===== src/rtl/field_mux_pipe_if.sv =====
// field_mux_pipe_if -- handshake bundle between a producer, field_mux_pipe and
// a consumer.
//
// Upstream side (producer -> mux):
//   i_data  [NCH*W]  packed fields, field k = i_data[k*W +: W]
//   i_sel   [SEL_W]  field index used for a select-mode beat
//   i_mode           0 = select one field, 1 = scan all fields
//   i_valid          upstream beat valid
//   o_ready          mux can take an upstream beat (registered)
// Downstream side (mux -> consumer):
//   o_data  [W]      selected field
//   o_sel   [SEL_W]  index of the field on o_data
//   o_last           final beat of a transfer
//   o_valid          downstream beat valid
//   i_ready          consumer accepts the beat
//
// Modports: slave = the mux itself, master = the environment around it.
interface field_mux_pipe_if #(
  parameter int W     = 3,
  parameter int SEL_W = 2
);
  localparam int NCH = 2 ** SEL_W;

  logic [NCH*W-1:0] i_data;
  logic [SEL_W-1:0] i_sel;
  logic             i_mode;
  logic             i_valid;
  logic             o_ready;
  logic [W-1:0]     o_data;
  logic [SEL_W-1:0] o_sel;
  logic             o_last;
  logic             o_valid;
  logic             i_ready;

  modport slave (
    input  i_data, i_sel, i_mode, i_valid, i_ready,
    output o_ready, o_data, o_sel, o_last, o_valid
  );

  modport master (
    output i_data, i_sel, i_mode, i_valid, i_ready,
    input  o_ready, o_data, o_sel, o_last, o_valid
  );
endinterface


===== src/rtl/field_mux_pipe.sv =====
// field_mux_pipe -- picks one W-bit field out of a packed word and streams it
// through a 2-entry skid buffer (main register + skid register).
//
// Ports:
//   i_clk    single clock, rising edge
//   i_rst_n  asynchronous, active-low reset
//   bus      field_mux_pipe_if.slave (see the interface file for signals)
//
// Select mode: an accepted beat pushes field i_sel with o_last = 1, visible
// on the output one cycle after acceptance.
//
// Optional feature, macro FIELD_MUX_SCAN_EN: when defined, an accepted beat
// with i_mode = 1 snapshots i_data and streams all NCH fields in index order
// (o_last on the final one) through a two-state FSM. When undefined, i_mode
// is ignored and every accepted beat is a select-mode beat.
module field_mux_pipe #(
  parameter int W     = 3,
  parameter int SEL_W = 2
) (
  input  logic            i_clk,
  input  logic            i_rst_n,
  field_mux_pipe_if.slave bus
);
  localparam int NCH = 2 ** SEL_W;

  typedef struct packed {
    logic [W-1:0]     data;
    logic [SEL_W-1:0] sel;
    logic             last;
  } beat_t;

  // Unpack the live input word into an indexable array of fields.
  logic [W-1:0] in_field [NCH];
  for (genvar gi = 0; gi < NCH; gi++) begin : g_in_field
    assign in_field[gi] = bus.i_data[gi*W +: W];
  end

  logic  accept;
  logic  pop;
  logic  push;
  beat_t push_beat;
  logic  idle_d;

  logic  m_valid_q, m_valid_d;
  logic  s_valid_q, s_valid_d;
  beat_t m_beat_q, m_beat_d;
  beat_t s_beat_q, s_beat_d;
  logic  ready_q, ready_d;

  assign accept = bus.i_valid & ready_q;
  assign pop    = m_valid_q & bus.i_ready;

`ifdef FIELD_MUX_SCAN_EN
  typedef enum logic {IDLE = 1'b0, SCAN = 1'b1} state_t;

  state_t           state_q, state_d;
  logic [NCH*W-1:0] snap_q, snap_d;
  logic [SEL_W-1:0] idx_q, idx_d;

  logic [W-1:0] snap_field [NCH];
  for (genvar gi = 0; gi < NCH; gi++) begin : g_snap_field
    assign snap_field[gi] = snap_q[gi*W +: W];
  end

  // State register.
  always_ff @(posedge i_clk or negedge i_rst_n) begin
    if (!i_rst_n) begin
      state_q <= IDLE;
      snap_q  <= '0;
      idx_q   <= '0;
    end else begin
      state_q <= state_d;
      snap_q  <= snap_d;
      idx_q   <= idx_d;
    end
  end

  // Next-state logic. The scan-entry accept itself pushes nothing; the
  // fields are pushed from the snapshot on the following cycles.
  always_comb begin
    state_d = state_q;
    snap_d  = snap_q;
    idx_d   = idx_q;
    case (state_q)
      IDLE: begin
        if (accept && bus.i_mode) begin
          state_d = SCAN;
          snap_d  = bus.i_data;
          idx_d   = '0;
        end
      end
      SCAN: begin
        if (push) begin
          idx_d = idx_q + SEL_W'(1);
          if (idx_q == {SEL_W{1'b1}}) begin
            state_d = IDLE;
          end
        end
      end
      default: state_d = IDLE;
    endcase
  end

  // Output logic: choose the push source. In SCAN the upstream side is
  // closed (o_ready low), so the skid register being empty is the only
  // condition for a push to have somewhere to land.
  always_comb begin
    push      = 1'b0;
    push_beat = '0;
    if (state_q == SCAN) begin
      push           = ~s_valid_q;
      push_beat.data = snap_field[idx_q];
      push_beat.sel  = idx_q;
      push_beat.last = (idx_q == {SEL_W{1'b1}});
    end else begin
      push           = accept & ~bus.i_mode;
      push_beat.data = in_field[bus.i_sel];
      push_beat.sel  = bus.i_sel;
      push_beat.last = 1'b1;
    end
  end

  assign idle_d = (state_d == IDLE);
`else
  logic unused_mode;
  assign unused_mode = bus.i_mode;

  always_comb begin
    push           = accept;
    push_beat      = '0;
    push_beat.data = in_field[bus.i_sel];
    push_beat.sel  = bus.i_sel;
    push_beat.last = 1'b1;
  end

  assign idle_d = 1'b1;
`endif

  // Skid buffer. The main register always holds the oldest beat; the skid
  // register only fills when a push arrives while main is full and not
  // draining. A push is never offered while skid is full, so the skid
  // register is never overwritten.
  always_comb begin
    m_valid_d = m_valid_q;
    m_beat_d  = m_beat_q;
    s_valid_d = s_valid_q;
    s_beat_d  = s_beat_q;
    if (pop) begin
      if (s_valid_q) begin
        m_valid_d = 1'b1;
        m_beat_d  = s_beat_q;
        s_valid_d = push;
        if (push) begin
          s_beat_d = push_beat;
        end
      end else begin
        m_valid_d = push;
        if (push) begin
          m_beat_d = push_beat;
        end
      end
    end else if (push) begin
      if (m_valid_q) begin
        s_valid_d = 1'b1;
        s_beat_d  = push_beat;
      end else begin
        m_valid_d = 1'b1;
        m_beat_d  = push_beat;
      end
    end
  end

  // o_ready is registered from next-state values so it already reflects
  // whether the skid register will be free in the coming cycle.
  assign ready_d = ~s_valid_d & idle_d;

  always_ff @(posedge i_clk or negedge i_rst_n) begin
    if (!i_rst_n) begin
      m_valid_q <= 1'b0;
      s_valid_q <= 1'b0;
      m_beat_q  <= '0;
      s_beat_q  <= '0;
      ready_q   <= 1'b1;
    end else begin
      m_valid_q <= m_valid_d;
      s_valid_q <= s_valid_d;
      m_beat_q  <= m_beat_d;
      s_beat_q  <= s_beat_d;
      ready_q   <= ready_d;
    end
  end

  assign bus.o_valid = m_valid_q;
  assign bus.o_data  = m_beat_q.data;
  assign bus.o_sel   = m_beat_q.sel;
  assign bus.o_last  = m_beat_q.last;
  assign bus.o_ready = ready_q;
endmodule


===== src/flat_wrapper.sv =====
// flat-port wrapper written by rule: the top's interface ports become plain ports
module field_mux_pipe_flat 
#(
  parameter int W     = 3,
  parameter int SEL_W = 2
)
  (i_clk, i_rst_n, bus_i_data, bus_i_sel, bus_i_mode, bus_i_valid, bus_i_ready, bus_o_ready, bus_o_data, bus_o_sel, bus_o_last, bus_o_valid);
  field_mux_pipe_if #(.W(W), .SEL_W(SEL_W)) bus_i ();
  input  logic i_clk;
  input  logic i_rst_n;
  input wire logic [$bits(bus_i.i_data)-1:0] bus_i_data;
  input wire logic [$bits(bus_i.i_sel)-1:0] bus_i_sel;
  input wire logic [$bits(bus_i.i_mode)-1:0] bus_i_mode;
  input wire logic [$bits(bus_i.i_valid)-1:0] bus_i_valid;
  input wire logic [$bits(bus_i.i_ready)-1:0] bus_i_ready;
  output wire logic [$bits(bus_i.o_ready)-1:0] bus_o_ready;
  output wire logic [$bits(bus_i.o_data)-1:0] bus_o_data;
  output wire logic [$bits(bus_i.o_sel)-1:0] bus_o_sel;
  output wire logic [$bits(bus_i.o_last)-1:0] bus_o_last;
  output wire logic [$bits(bus_i.o_valid)-1:0] bus_o_valid;
  assign bus_i.i_data = bus_i_data;
  assign bus_i.i_sel = bus_i_sel;
  assign bus_i.i_mode = bus_i_mode;
  assign bus_i.i_valid = bus_i_valid;
  assign bus_i.i_ready = bus_i_ready;
  assign bus_o_ready = bus_i.o_ready;
  assign bus_o_data = bus_i.o_data;
  assign bus_o_sel = bus_i.o_sel;
  assign bus_o_last = bus_i.o_last;
  assign bus_o_valid = bus_i.o_valid;
  field_mux_pipe #(.W(W), .SEL_W(SEL_W)) u_core (.i_clk(i_clk), .i_rst_n(i_rst_n), .bus(bus_i));
endmodule

===== config.mk =====
export PLATFORM = sky130hd
export DESIGN_NAME = field_mux_pipe_flat
export DESIGN_NICKNAME = d
export VERILOG_FILES = /design/src/rtl/field_mux_pipe_if.sv /design/src/rtl/field_mux_pipe.sv /design/src/flat_wrapper.sv
export SDC_FILE = /design/constraint.sdc
export NUM_CORES = 1
export LEC_CHECK = 0
export ABC_AREA = 1
export BUFFER_PORTS_ARGS = -buffer_cell sky130_fd_sc_hd__buf_2
export CAP_MARGIN = 20
export CORE_MARGIN = 8
export CORE_UTILIZATION = 43
export DETAILED_ROUTE_END_ITERATION = 16
export PLACE_DENSITY = 0.74
export SLEW_MARGIN = 0
export SYNTH_ARGS = -nofsm -noshare
export SYNTH_HDL_FRONTEND = slang
export SYNTH_SLANG_ARGS = --single-unit

===== constraint.sdc =====
create_clock -name i_clk -period 1.1 [get_ports i_clk]
set_input_delay 0.11 -clock i_clk [delete_from_list [all_inputs] [get_ports i_clk]]
set_output_delay 0.11 -clock i_clk [all_outputs]
set_load 0.01 [all_outputs]

==> flow_summary.html, run 1 <==
<table>
<tr><th>Metric</th><th>Value</th></tr>
<tr><th colspan="2">Run</th></tr>
<tr><td>Max-cap viol count</td><td>0</td></tr>
<tr><th colspan="2">Synth</th></tr>
<tr><td>Syn Inst Count</td><td>99</td></tr>
<tr><td>Synthesized area divided by synthesized cell count</td><td>7.81 sq um</td></tr>
<tr><td>Top cells by instance count after synthesis</td><td>nand2_1 (44), dfrtp_1 (14), nor2_1 (9), nand3_1 (7)</td></tr>
<tr><td>Portion of synthesized cell area occupied by the leading cell type</td><td>45.3%</td></tr>
<tr><td>Number of register bits inferred by synthesis</td><td>15</td></tr>
<tr><td>Most frequent cell after synthesis</td><td>nand2_1</td></tr>
<tr><td>Cell area after synthesis</td><td>773 sq um</td></tr>
<tr><td>Cell type contributing the most total cell area after synthesis</td><td>dfrtp_1</td></tr>
<tr><td>Syn Nets</td><td>118</td></tr>
<tr><td>Synth area leaders</td><td>dfrtp_1 (45%), nand2_1 (21%), o21ai_2 (5.7%)</td></tr>
<tr><td>Sequential-to-total area share from yosys stat</td><td>48.7%</td></tr>
<tr><td>Async set-reset flop share out of synthesis</td><td>100%</td></tr>
<tr><td>Primary flip-flop cell chosen by synthesis mapping</td><td>dfrtp_1</td></tr>
<tr><td>EDFF count, synth</td><td>0</td></tr>
<tr><td>Number of distinct library cell variants in the gate-level netlist after synthesis</td><td>16</td></tr>
<tr><td>Number of warning messages in the yosys log</td><td>0</td></tr>
<tr><th colspan="2">Global routing</th></tr>
<tr><td>Antenna violations before repair</td><td>0</td></tr>
<tr><td>Maximum number of pins on one net before global-route repair</td><td>16</td></tr>
<tr><td>Via count of the first global-routing pass</td><td>785</td></tr>
<tr><td>GR Util All Layers</td><td>12.0%</td></tr>
<tr><td>Global-route wire length before repair</td><td>3.21 mm</td></tr>
<tr><td>GRT Residual Overflow</td><td>0</td></tr>
<tr><th colspan="2">Setup path</th></tr>
<tr><td>Worst setup path category</td><td>reg -&gt; reg</td></tr>
<tr><td>Arrival time reported for the critical path endpoint</td><td>1340 ps</td></tr>
<tr><td>Type of origin of the critical path</td><td>flop</td></tr>
<tr><td>Peak fanout along the critical path</td><td>5</td></tr>
<tr><td>Kind of capture point of the worst setup path</td><td>flop</td></tr>
<tr><td>Required time reported for the critical path endpoint</td><td>1280 ps</td></tr>
<tr><td>Depth of the worst register-to-register path</td><td>5</td></tr>
<tr><td>R2r startpoint</td><td>u_core.bus.o_ready</td></tr>
<tr><td>R2r endpoint</td><td>u_core.s_beat_q[4]</td></tr>
<tr><td>R2r setup slk</td><td>-60 ps</td></tr>
<tr><th colspan="2">Clocking</th></tr>
<tr><td># H-tree levels</td><td>1</td></tr>
<tr><td>Buffers from clock root to sink, at most</td><td>2</td></tr>
<tr><td>Number of sinks handled by clock tree synthesis</td><td>15</td></tr>
<tr><td>Number of CTS-inserted buffers</td><td>3</td></tr>
<tr><td>Post-CTS clock slew at the launch and capture registers of the worst setup and hold paths</td><td>80 ps</td></tr>
<tr><td>Latest clock arrival within the worst-skew pair</td><td>280 ps</td></tr>
<tr><td>TritonCTS clock tree</td><td>done</td></tr>
<tr><td>Cell at the root of the clock tree</td><td>clkbuf_4</td></tr>
<tr><th colspan="2">Layout</th></tr>
<tr><td>Antenna diode count</td><td>0</td></tr>
<tr><td>Area of all placed cells without fillers</td><td>1070 sq um</td></tr>
<tr><td>Number of nets in the layout</td><td>154</td></tr>
<tr><td>Fraction of final layout cells sized beyond drive strength 1</td><td>47.0%</td></tr>
<tr><td>Core occupancy in the finished layout</td><td>62.9%</td></tr>
<tr><td>Layout Cells excl Fill</td><td>159</td></tr>
<tr><td>P&amp;R area growth vs syn</td><td>39.0%</td></tr>
<tr><th colspan="2">Power</th></tr>
<tr><td>Overall Power</td><td>2.12 mW</td></tr>
<tr><td>Power density cells</td><td>1970 nW/um^2</td></tr>
<tr><td>Leakage</td><td>0.568 nW</td></tr>
<tr><td>Max IR drop VDD</td><td>0.982 mV</td></tr>
<tr><th colspan="2">Timing</th></tr>
<tr><td>Setup Viol. Count Final</td><td>6</td></tr>
<tr><td>Final-layout worst hold slack</td><td>151 ps</td></tr>
<tr><td>Shortest period the worst path allows</td><td>1160 ps</td></tr>
<tr><td>Fin worst setup slack</td><td>-61.2 ps</td></tr>
<tr><td>RSZ-0062 raised after global routing</td><td>yes</td></tr>
<tr><td>Final Hold Violating Endpoints</td><td>0</td></tr>
<tr><td>Final Cycle Share</td><td>106%</td></tr>
<tr><td>Setup Skew</td><td>1.78 ps</td></tr>
<tr><td>Final-report max-slew violation count</td><td>0</td></tr>
<tr><td>Slew headroom</td><td>77.8%</td></tr>
<tr><td>Slew of the pin with the lowest slew margin</td><td>333 ps</td></tr>
<tr><td>Achievable clock frequency</td><td>861 MHz</td></tr>
<tr><td>Accumulated negative setup slack</td><td>-255 ps</td></tr>
<tr><th colspan="2">Hold path</th></tr>
<tr><td>Hold Path Sink</td><td>u_core.bus.o_ready</td></tr>
<tr><td>Tightest Hold Check Type</td><td>in -&gt; reg</td></tr>
<tr><td>Worst Hold Depth</td><td>4</td></tr>
<tr><td>Worst hold path startpoint</td><td>bus_i_valid</td></tr>
<tr><th colspan="2">Routing</th></tr>
<tr><td>Number of DRC markers after the initial detailed-route iteration</td><td>3</td></tr>
<tr><td>Number of optimization iterations in the first detailed-route pass</td><td>4</td></tr>
<tr><td>Final WL</td><td>1.89 mm</td></tr>
<tr><td>DRC violation count after routing</td><td>0</td></tr>
<tr><td>Routed Antenna Nets</td><td>0</td></tr>
<tr><td>Average vias per placed instance</td><td>4.79</td></tr>
<tr><td>DR vias</td><td>762</td></tr>
<tr><td>Mean routed wirelength per cell</td><td>11.9 microns</td></tr>
<tr><th colspan="2">Die</th></tr>
<tr><td>Placement row count</td><td>15</td></tr>
<tr><td>Area of the placeable core</td><td>1710 sq um</td></tr>
<tr><td>Die X-Extent</td><td>58.4 microns</td></tr>
<tr><td>Die Outline Area</td><td>3410 sq um</td></tr>
<tr><td>Die H</td><td>58.4 microns</td></tr>
<tr><td>Initial standard-cell utilization of the core</td><td>45.3%</td></tr>
<tr><td>Io pins</td><td>27</td></tr>
<tr><th colspan="2">Placed design</th></tr>
<tr><td>Post-Place Cell Area</td><td>953 sq um</td></tr>
<tr><td>Post-Place Cells</td><td>150</td></tr>
<tr><td>Final weighted congestion of routability-driven global placement</td><td>0.786</td></tr>
<tr><td>DP Wirelength</td><td>1.36 mm</td></tr>
<tr><td>DP Worst Slack</td><td>-62.6 ps</td></tr>
<tr><td>Port Buffer Count</td><td>25</td></tr>
<tr><th colspan="2">Outcome</th></tr>
<tr><td>Result of the run</td><td>complete, but fails checks</td></tr>
<tr><td>Failing checks</td><td>negative setup slack</td></tr>
</table>
-- worst max path at each step --
stage                                    end          startpoint  slack (ps)  cells past startpoint
after floorplan           u_core.s_beat_q[1]  u_core.bus.o_ready         -50                      5
after global placement     u_core.bus.o_last  u_core.bus.o_valid         -40                      7
after detailed placement  u_core.s_beat_q[2]  u_core.bus.o_ready         -60                      4
after CTS                 u_core.s_beat_q[4]  u_core.bus.o_ready         -40                      5
after global routing      u_core.s_beat_q[4]  u_core.bus.o_ready         -90                      5
final                     u_core.s_beat_q[4]  u_core.bus.o_ready         -60                      5
-- sequential cells by signal, summed over array words and instances, names as in the netlist --
name / cells
u_core.s_valid_q: 1
u_core.bus.o_data: 3
u_core.bus.o_valid: 1
u_core.bus.o_sel: 2
u_core.bus.o_ready: 1
u_core.s_beat_q: 6
u_core.bus.o_last: 1
-- critical path, stage by stage (launching register included) --
cell and delay, ps:
dfstp_2 560, nand2_4 70, o21bai_4 190, buf_6 150, nand2_4 50, o21ai_2 40
-- cells in the final DEF (no fill, tap or decap) --
cell,instances
o21ai_0,2
nor2_4,2
dfstp_2,1
clkbuf_1,1
o21ai_2,6
nor2_2,2
buf_2,25
nand2_1,38
o21bai_4,1
nand2_4,4
nor2_1,7
nand3_4,1
dlygate4sd3_1,1
clkbuf_4,3
buf_6,4
nand3_1,7
dfrtp_2,2
nand2_2,6
dfrtp_1,12
inv_1,3
inv_2,5
buf_4,1
-- what timing repair did --
item | 4_1_cts | 5_1_grt
setup endpoints to repair | 12 | 13
setup buffers | 3 | 0
hold buffers | 1 | 0
endpoints found under the hold margin | 15 | 0
resized for setup | 10 | 8
pin swaps | 3 | 6
cloned | 1 | 0
-- cells by family after synthesis --
group,after synthesis,synth area share [%]
buffers and inverters,9,5.34
and+or+nand+nor,66,36.9
DFF,15,48.7
AOI/OAI and AO/OA,9,9.06
-- per-layer routing --
layer  part of all wire (%)  GRT usage, %  vias to the layer above
li1                       -             -                      380
met1                     41          13.0                      356
met2                     51          20.3                       22
met3                    6.0          3.91                        4
met4                    1.3          5.94                        0
met5                      0             0                        -
-- power by group --
part / switching, mW / internal [mW]
logic: 0.470 / 0.388
clock network: 0.171 / 0.141
registers: 0.169 / 0.779
-- cell type report --
type	count	area, sq um
multi-input cells	76	420
repair buffers	31	188
clock buffers	4	26.3
fillers	163	633
inverters	8	30.0
well taps	25	31.3
flip-flops and latches	15	379
(Power assumes the default switching activity.)
==> inputs of run 2 (changes only) <==
--- a/config.mk
+++ b/config.mk
@@ -11,6 +11,8 @@
 export CORE_MARGIN = 8
 export CORE_UTILIZATION = 43
+export CTS_CLUSTER_SIZE = 14
 export DETAILED_ROUTE_END_ITERATION = 16
 export PLACE_DENSITY = 0.74
+export SKIP_CTS_REPAIR_TIMING = 1
 export SLEW_MARGIN = 0
 export SYNTH_ARGS = -nofsm -noshare
==> constraint.sdc (replaced) <==
create_clock -name i_clk -period 1.1 [get_ports i_clk]
set_input_delay 0.165 -clock i_clk [delete_from_list [all_inputs] [get_ports i_clk]]
set_output_delay 0.165 -clock i_clk [all_outputs]
set_load 0.01 [all_outputs]
==> run 2 against run 1 <==
Compared with the run above: the flow still finishes with violations (negative setup slack); final area shrank 0.47%; worst setup slack lost 6.8 ps; die area is the same; register-to-register slack is essentially flat; first-iteration DRC count grew to 4.7 times the previous value; via count shrank 2.9%; cell count grew 0.63%; core utilization shrank 0.29 points; count of clock-buffer cells in the layout shrank 1; largest power group unchanged; highest routed layer unchanged.
==> flow_summary.html, run 2 (synthesis results as in run 1) <==
<table>
<tr><th>Metric</th><th>Value</th></tr>
<tr><th colspan="2">Layout</th></tr>
<tr><td>Commonest cells after routing, fill and taps aside</td><td>nand2_1 (39), buf_2 (25), dfrtp_1 (12)</td></tr>
<tr><td>Number of flip-flops in the largest register</td><td>6</td></tr>
<tr><td>Fraction of final layout cells sized beyond drive strength 1</td><td>44.4%</td></tr>
<tr><td>Most common library cell in the layout ignoring fill and taps</td><td>nand2_1</td></tr>
<tr><td>Area of all placed cells without fillers</td><td>1070 sq um</td></tr>
<tr><td>Largest register by flop count</td><td>u_core.s_beat_q</td></tr>
<tr><td>Antenna diode count</td><td>0</td></tr>
<tr><td>Combined area of the multi-input logic cells</td><td>409 sq um</td></tr>
<tr><td>Number of fillers in the final layout</td><td>166</td></tr>
<tr><td>Area used by sequential logic in the layout</td><td>379 sq um</td></tr>
<tr><td>Number of nets in the layout</td><td>155</td></tr>
<tr><td>P&amp;R area growth vs syn</td><td>38.3%</td></tr>
<tr><th colspan="2">Clocking</th></tr>
<tr><td>TritonCTS clock tree</td><td>done</td></tr>
<tr><td>Buffers from clock root to sink, at most</td><td>2</td></tr>
<tr><td>Number of sinks handled by clock tree synthesis</td><td>15</td></tr>
<tr><td>Cell at the root of the clock tree</td><td>clkbuf_4</td></tr>
<tr><td>Post-CTS clock slew at the launch and capture registers of the worst setup and hold paths</td><td>80 ps</td></tr>
<tr><td>Latest clock arrival within the worst-skew pair</td><td>280 ps</td></tr>
<tr><td>Number of CTS-inserted buffers</td><td>3</td></tr>
<tr><td># H-tree levels</td><td>1</td></tr>
<tr><th colspan="2">Timing</th></tr>
<tr><td>Setup Viol. Count Final</td><td>7</td></tr>
<tr><td>Slew headroom</td><td>77.5%</td></tr>
<tr><td>Final Cycle Share</td><td>106%</td></tr>
<tr><td>Final Hold Violating Endpoints</td><td>0</td></tr>
<tr><td>Shortest period the worst path allows</td><td>1170 ps</td></tr>
<tr><td>Fin worst setup slack</td><td>-68.0 ps</td></tr>
<tr><td>Achievable clock frequency</td><td>856 MHz</td></tr>
<tr><td>RSZ-0062 raised after global routing</td><td>yes</td></tr>
<tr><td>Slew of the pin with the lowest slew margin</td><td>338 ps</td></tr>
<tr><td>Final-report max-slew violation count</td><td>0</td></tr>
<tr><td>Setup Skew</td><td>9.44 ps</td></tr>
<tr><th colspan="2">Hold path</th></tr>
<tr><td>Worst hold path startpoint</td><td>bus_i_valid</td></tr>
<tr><td>Tightest Hold Check Type</td><td>in -&gt; reg</td></tr>
<tr><th colspan="2">Setup path</th></tr>
<tr><td>Required time reported for the critical path endpoint</td><td>1270 ps</td></tr>
<tr><td>List of cells traversed by the critical path</td><td>nand2_4, o21bai_4, buf_12, nand2_4, o21ai_2</td></tr>
<tr><td>Kind of capture point of the worst setup path</td><td>flop</td></tr>
<tr><td>R2r startpoint</td><td>u_core.bus.o_ready</td></tr>
<tr><td>Arrival time reported for the critical path endpoint</td><td>1340 ps</td></tr>
<tr><td>Critical path startpoint</td><td>u_core.bus.o_ready</td></tr>
<tr><td>Worst-path cell with the longest stage delay</td><td>dfstp_2</td></tr>
<tr><td>Cell with the most instances on the worst path</td><td>nand2_4</td></tr>
<tr><td>Largest stage delay on the critical path</td><td>560 ps</td></tr>
<tr><td>Type of origin of the critical path</td><td>flop</td></tr>
<tr><td>R2r setup slk</td><td>-70 ps</td></tr>
<tr><td>Peak fanout along the critical path</td><td>7</td></tr>
<tr><td>Worst setup path category</td><td>reg -&gt; reg</td></tr>
<tr><th colspan="2">Global routing</th></tr>
<tr><td>Antenna violations before repair</td><td>0</td></tr>
<tr><td>GR Util All Layers</td><td>11.4%</td></tr>
<tr><td>Maximum number of pins on one net before global-route repair</td><td>16</td></tr>
<tr><td>GRT Residual Overflow</td><td>0</td></tr>
<tr><td>Via count of the first global-routing pass</td><td>750</td></tr>
<tr><td>Global-route wire length before repair</td><td>3.05 mm</td></tr>
<tr><th colspan="2">Run</th></tr>
<tr><td>Max-cap viol count</td><td>0</td></tr>
<tr><th colspan="2">Die</th></tr>
<tr><td>Die Outline Area</td><td>3410 sq um</td></tr>
<tr><td>Initial standard-cell utilization of the core</td><td>45.3%</td></tr>
<tr><td>Area of the placeable core</td><td>1710 sq um</td></tr>
<tr><td>Placement row count</td><td>15</td></tr>
<tr><td>Die H</td><td>58.4 microns</td></tr>
<tr><td>Die X-Extent</td><td>58.4 microns</td></tr>
<tr><td>Io pins</td><td>27</td></tr>
<tr><th colspan="2">Placed design</th></tr>
<tr><td>DP Worst Slack</td><td>-92.6 ps</td></tr>
<tr><td>Final weighted congestion of routability-driven global placement</td><td>0.762</td></tr>
<tr><td>Port Buffer Count</td><td>25</td></tr>
<tr><td>Post-Place Cell Area</td><td>953 sq um</td></tr>
<tr><td>DP Wirelength</td><td>1.34 mm</td></tr>
<tr><th colspan="2">Routing</th></tr>
<tr><td>Number of optimization iterations in the first detailed-route pass</td><td>4</td></tr>
<tr><td>Number of DRC markers after the initial detailed-route iteration</td><td>14</td></tr>
<tr><td>DRC violation count after routing</td><td>0</td></tr>
<tr><td>Mean routed wirelength per cell</td><td>11.3 microns</td></tr>
<tr><td>Routed Antenna Nets</td><td>0</td></tr>
<tr><td>Final WL</td><td>1.81 mm</td></tr>
<tr><td>DR vias</td><td>740</td></tr>
<tr><td>Average vias per placed instance</td><td>4.63</td></tr>
<tr><th colspan="2">Outcome</th></tr>
<tr><td>Result of the run</td><td>complete, but fails checks</td></tr>
<tr><td>Failing checks</td><td>negative setup slack</td></tr>
<tr><th colspan="2">Power</th></tr>
<tr><td>Max IR drop VDD</td><td>0.777 mV</td></tr>
<tr><td>Leakage</td><td>0.575 nW</td></tr>
<tr><td>Power density cells</td><td>1960 nW/um^2</td></tr>
</table>
run 2: cell types whose count changed in the layout (fill, tap and decap cells not counted), moves of 2 or more:
cell / previous run / this run
buf_6: 4 / 0
nor2_2: 2 / 0
nor2_1: 7 / 9
buf_4: 1 / 5
run 2: where the power goes:
group          leakage (nW)  internal, mW  switching (mW)
clock                0.0177         0.135           0.176
combinational         0.384         0.388           0.462
sequential            0.173         0.779           0.161
total                 0.575          1.30           0.799
run 2: routing by layer:
metal	vias to the layer above	part of all wire (%)	track usage, %
li1	386	-	-
met1	328	45	12.7
met3	2	6.1	3.26
met5	-	0	0
met4	0	0.72	6.99
met2	24	48	18.9
run 2: cell type report:
class | count | area share, %
Multi-Input combinational cell | 76 | 38.2
Tap cell | 25 | 2.92
Clock inverter | 1 | 0.468
Clock buffer | 3 | 2.11
Timing Repair Buffer | 32 | 18.0
Sequential cell | 15 | 35.4
Inverter | 8 | 2.81
run 2: path summary, 6_finish.rpt:
kind	to	cells after the start
max	u_core.s_beat_q[3]	5
min	u_core.bus.o_ready	4
max reg2reg	u_core.s_beat_q[3]	5
min reg2reg	u_core.bus.o_data[1]	2
max in group asynchronous	u_core.bus.o_ready	2
min in group asynchronous	u_core.bus.o_last	2
run 2: worst max-delay path: cells and delay by family, from the launching register on:
kind | cells | cell delay (ps)
flops | 1 | 560
simple gates | 2 | 110
compound gates | 2 | 250
buf+inv | 1 | 150
run 2: through the flow:
step	hold slack (ps)	utilization, %	std cells	setup TNS (ps)	power [mW]
after floorplan	-131	-	99	-246	1.42
after global placement	78.3	55.8	150	-302	1.64
after detailed placement	84.1	55.8	150	-748	1.67
after CTS	-231	57.4	154	-1030	1.99
after global routing	248	62.6	160	-935	2.28
final	217	62.6	160	-300	2.10
==> inputs of run 3 (changes only) <==
- TNS_END_PERCENT: unset -> 10
==> run 3 against run 2 <==
Compared with the run above: the run still ends with negative setup slack left; sequential power is 0.6% lower; power shrank 0.68%; clock power is essentially flat; via count fell by 0.41%.
==> flow_summary.html, run 3 (synthesis results as in run 1) <==
<table>
<tr><th>Metric</th><th>Value</th></tr>
<tr><th colspan="2">Timing</th></tr>
<tr><td>Slew headroom</td><td>76.9%</td></tr>
<tr><td>Accumulated negative setup slack</td><td>-287 ps</td></tr>
<tr><td>Shortest period the worst path allows</td><td>1170 ps</td></tr>
<tr><td>Fin worst setup slack</td><td>-67.4 ps</td></tr>
<tr><td>Setup Skew</td><td>9.54 ps</td></tr>
<tr><td>Final Cycle Share</td><td>106%</td></tr>
<tr><td>Final-report max-slew violation count</td><td>0</td></tr>
<tr><td>Achievable clock frequency</td><td>857 MHz</td></tr>
<tr><td>RSZ-0062 raised after global routing</td><td>yes</td></tr>
<tr><td>Final Hold Violating Endpoints</td><td>0</td></tr>
<tr><td>Setup Viol. Count Final</td><td>7</td></tr>
<tr><td>Slew of the pin with the lowest slew margin</td><td>346 ps</td></tr>
<tr><th colspan="2">Setup path</th></tr>
<tr><td>Largest delay contributor family on the critical path</td><td>flip-flops</td></tr>
<tr><td>List of cells traversed by the critical path</td><td>nand2_4, o21bai_4, buf_4, nand2_2, o21ai_2</td></tr>
<tr><td>Worst setup path category</td><td>reg -&gt; reg</td></tr>
<tr><td>Type of origin of the critical path</td><td>flop</td></tr>
<tr><td>Kind of capture point of the worst setup path</td><td>flop</td></tr>
<tr><td>Arrival time reported for the critical path endpoint</td><td>1340 ps</td></tr>
<tr><td>Worst path bufs/invs</td><td>1</td></tr>
<tr><td>Peak fanout along the critical path</td><td>4</td></tr>
<tr><td>Worst-path cell with the longest stage delay</td><td>dfstp_2</td></tr>
<tr><td>Largest stage delay on the critical path</td><td>560 ps</td></tr>
<tr><td>Required time reported for the critical path endpoint</td><td>1270 ps</td></tr>
<tr><th colspan="2">Layout</th></tr>
<tr><td>Antenna diode count</td><td>0</td></tr>
<tr><td>Largest register by flop count</td><td>u_core.s_beat_q</td></tr>
<tr><td>Core occupancy in the finished layout</td><td>62.3%</td></tr>
<tr><td>Most common library cell in the layout ignoring fill and taps</td><td>nand2_1</td></tr>
<tr><td>Number of fillers in the final layout</td><td>166</td></tr>
<tr><td>Number of nets in the layout</td><td>155</td></tr>
<tr><td>P&amp;R area growth vs syn</td><td>37.7%</td></tr>
<tr><td>Fraction of final layout cells sized beyond drive strength 1</td><td>45.2%</td></tr>
<tr><td>Number of flip-flops in the largest register</td><td>6</td></tr>
<tr><td>Commonest cells after routing, fill and taps aside</td><td>nand2_1 (39), buf_2 (25), dfrtp_1 (12)</td></tr>
<tr><th colspan="2">Placed design</th></tr>
<tr><td>DP Worst Slack</td><td>-92.6 ps</td></tr>
<tr><td>Port Buffer Count</td><td>25</td></tr>
<tr><td>Final weighted congestion of routability-driven global placement</td><td>0.762</td></tr>
<tr><td>DP Wirelength</td><td>1.34 mm</td></tr>
<tr><th colspan="2">Die</th></tr>
<tr><td>Placement row count</td><td>15</td></tr>
<tr><td>Die H</td><td>58.4 microns</td></tr>
<tr><td>Initial standard-cell utilization of the core</td><td>45.3%</td></tr>
<tr><td>Io pins</td><td>27</td></tr>
<tr><td>Die Outline Area</td><td>3410 sq um</td></tr>
<tr><td>Area of the placeable core</td><td>1710 sq um</td></tr>
<tr><td>Die X-Extent</td><td>58.4 microns</td></tr>
<tr><th colspan="2">Clocking</th></tr>
<tr><td>TritonCTS clock tree</td><td>done</td></tr>
<tr><td>Latest clock arrival within the worst-skew pair</td><td>280 ps</td></tr>
<tr><td>Number of sinks handled by clock tree synthesis</td><td>15</td></tr>
<tr><td>Cell at the root of the clock tree</td><td>clkbuf_4</td></tr>
<tr><td>Buffers from clock root to sink, at most</td><td>2</td></tr>
<tr><td># H-tree levels</td><td>1</td></tr>
<tr><td>Post-CTS clock slew at the launch and capture registers of the worst setup and hold paths</td><td>80 ps</td></tr>
<tr><td>Number of CTS-inserted buffers</td><td>3</td></tr>
<tr><th colspan="2">Global routing</th></tr>
<tr><td>Maximum number of pins on one net before global-route repair</td><td>16</td></tr>
<tr><td>Via count of the first global-routing pass</td><td>750</td></tr>
<tr><td>GR Util All Layers</td><td>11.4%</td></tr>
<tr><td>Global-route wire length before repair</td><td>3.05 mm</td></tr>
<tr><td>GRT Residual Overflow</td><td>0</td></tr>
<tr><td>Antenna violations before repair</td><td>0</td></tr>
<tr><th colspan="2">Routing</th></tr>
<tr><td>Routed Antenna Nets</td><td>0</td></tr>
<tr><td>DRC violation count after routing</td><td>0</td></tr>
<tr><td>Number of DRC markers after the initial detailed-route iteration</td><td>14</td></tr>
<tr><td>DR vias</td><td>737</td></tr>
<tr><td>Average vias per placed instance</td><td>4.61</td></tr>
<tr><td>Mean routed wirelength per cell</td><td>11.4 microns</td></tr>
<tr><td>Final WL</td><td>1.82 mm</td></tr>
<tr><td>Number of optimization iterations in the first detailed-route pass</td><td>4</td></tr>
<tr><th colspan="2">Power</th></tr>
<tr><td>Leakage</td><td>0.572 nW</td></tr>
<tr><td>Max IR drop VDD</td><td>0.778 mV</td></tr>
<tr><td>Power density cells</td><td>1960 nW/um^2</td></tr>
<tr><th colspan="2">Outcome</th></tr>
<tr><td>Result of the run</td><td>complete, but fails checks</td></tr>
<tr><td>Failing checks</td><td>negative setup slack</td></tr>
<tr><th colspan="2">Hold path</th></tr>
<tr><td>Tightest Hold Check Type</td><td>in -&gt; reg</td></tr>
<tr><th colspan="2">Run</th></tr>
<tr><td>Max-cap viol count</td><td>0</td></tr>
</table>
## run 3: stage by stage
stage	power, mW	std cells	cell area [sq um]	hold slack, ps
after floorplan	1.42	99	793	-131
after global placement	1.64	150	953	78.3
after detailed placement	1.67	150	953	84.1
after CTS	1.99	154	981	-231
after global routing	2.26	160	1060	248
final	2.09	160	1060	217
## run 3: area by class of cell
cell class                 instances  area (sq um)  area share [%]
clock buffer                       3          22.5            2.12
timing repair buffer              32           193            18.1
clock inverter                     1          5.00           0.470
tap                               25          31.3            2.94
sequential                        15           379            35.6
inverter                           8          30.0            2.82
multi-input combinational         76           404            38.0
## run 3: worst min-delay path, delay by kind of cell
kind	cells	cell delay (ps)
compound gates	1	100
simple gates	2	110
buf+inv	1	100
## run 3: where the power goes
part | total, mW | switching (mW) | internal (mW) | leakage (nW)
registers | 0.934 | 0.155 | 0.779 | 0.173
clock network | 0.311 | 0.176 | 0.135 | 0.0177
logic | 0.843 | 0.461 | 0.381 | 0.381
## run 3: per-layer routing
| layer | global-route usage (%) | up-vias | share of wire [%] |
|---|---|---|---|
| li1 | - | 386 | - |
| met4 | 6.99 | 0 | 0.71 |
| met3 | 3.26 | 2 | 6.8 |
| met1 | 12.7 | 321 | 44 |
| met2 | 18.9 | 28 | 48 |
| met5 | 0 | - | 0 |
## run 3: worst paths after layout
check,startpoint,to,slack (ps),cells after the start
max in group asynchronous,i_rst_n,u_core.bus.o_ready,480,2
min reg2reg,u_core.bus.o_data[1],u_core.bus.o_data[1],480,2
max,u_core.bus.o_ready,u_core.s_beat_q[4],-70,5
min in group asynchronous,i_rst_n,u_core.bus.o_last,310,2
min,bus_i_valid,u_core.bus.o_ready,220,4
max reg2reg,u_core.bus.o_ready,u_core.s_beat_q[4],-70,5
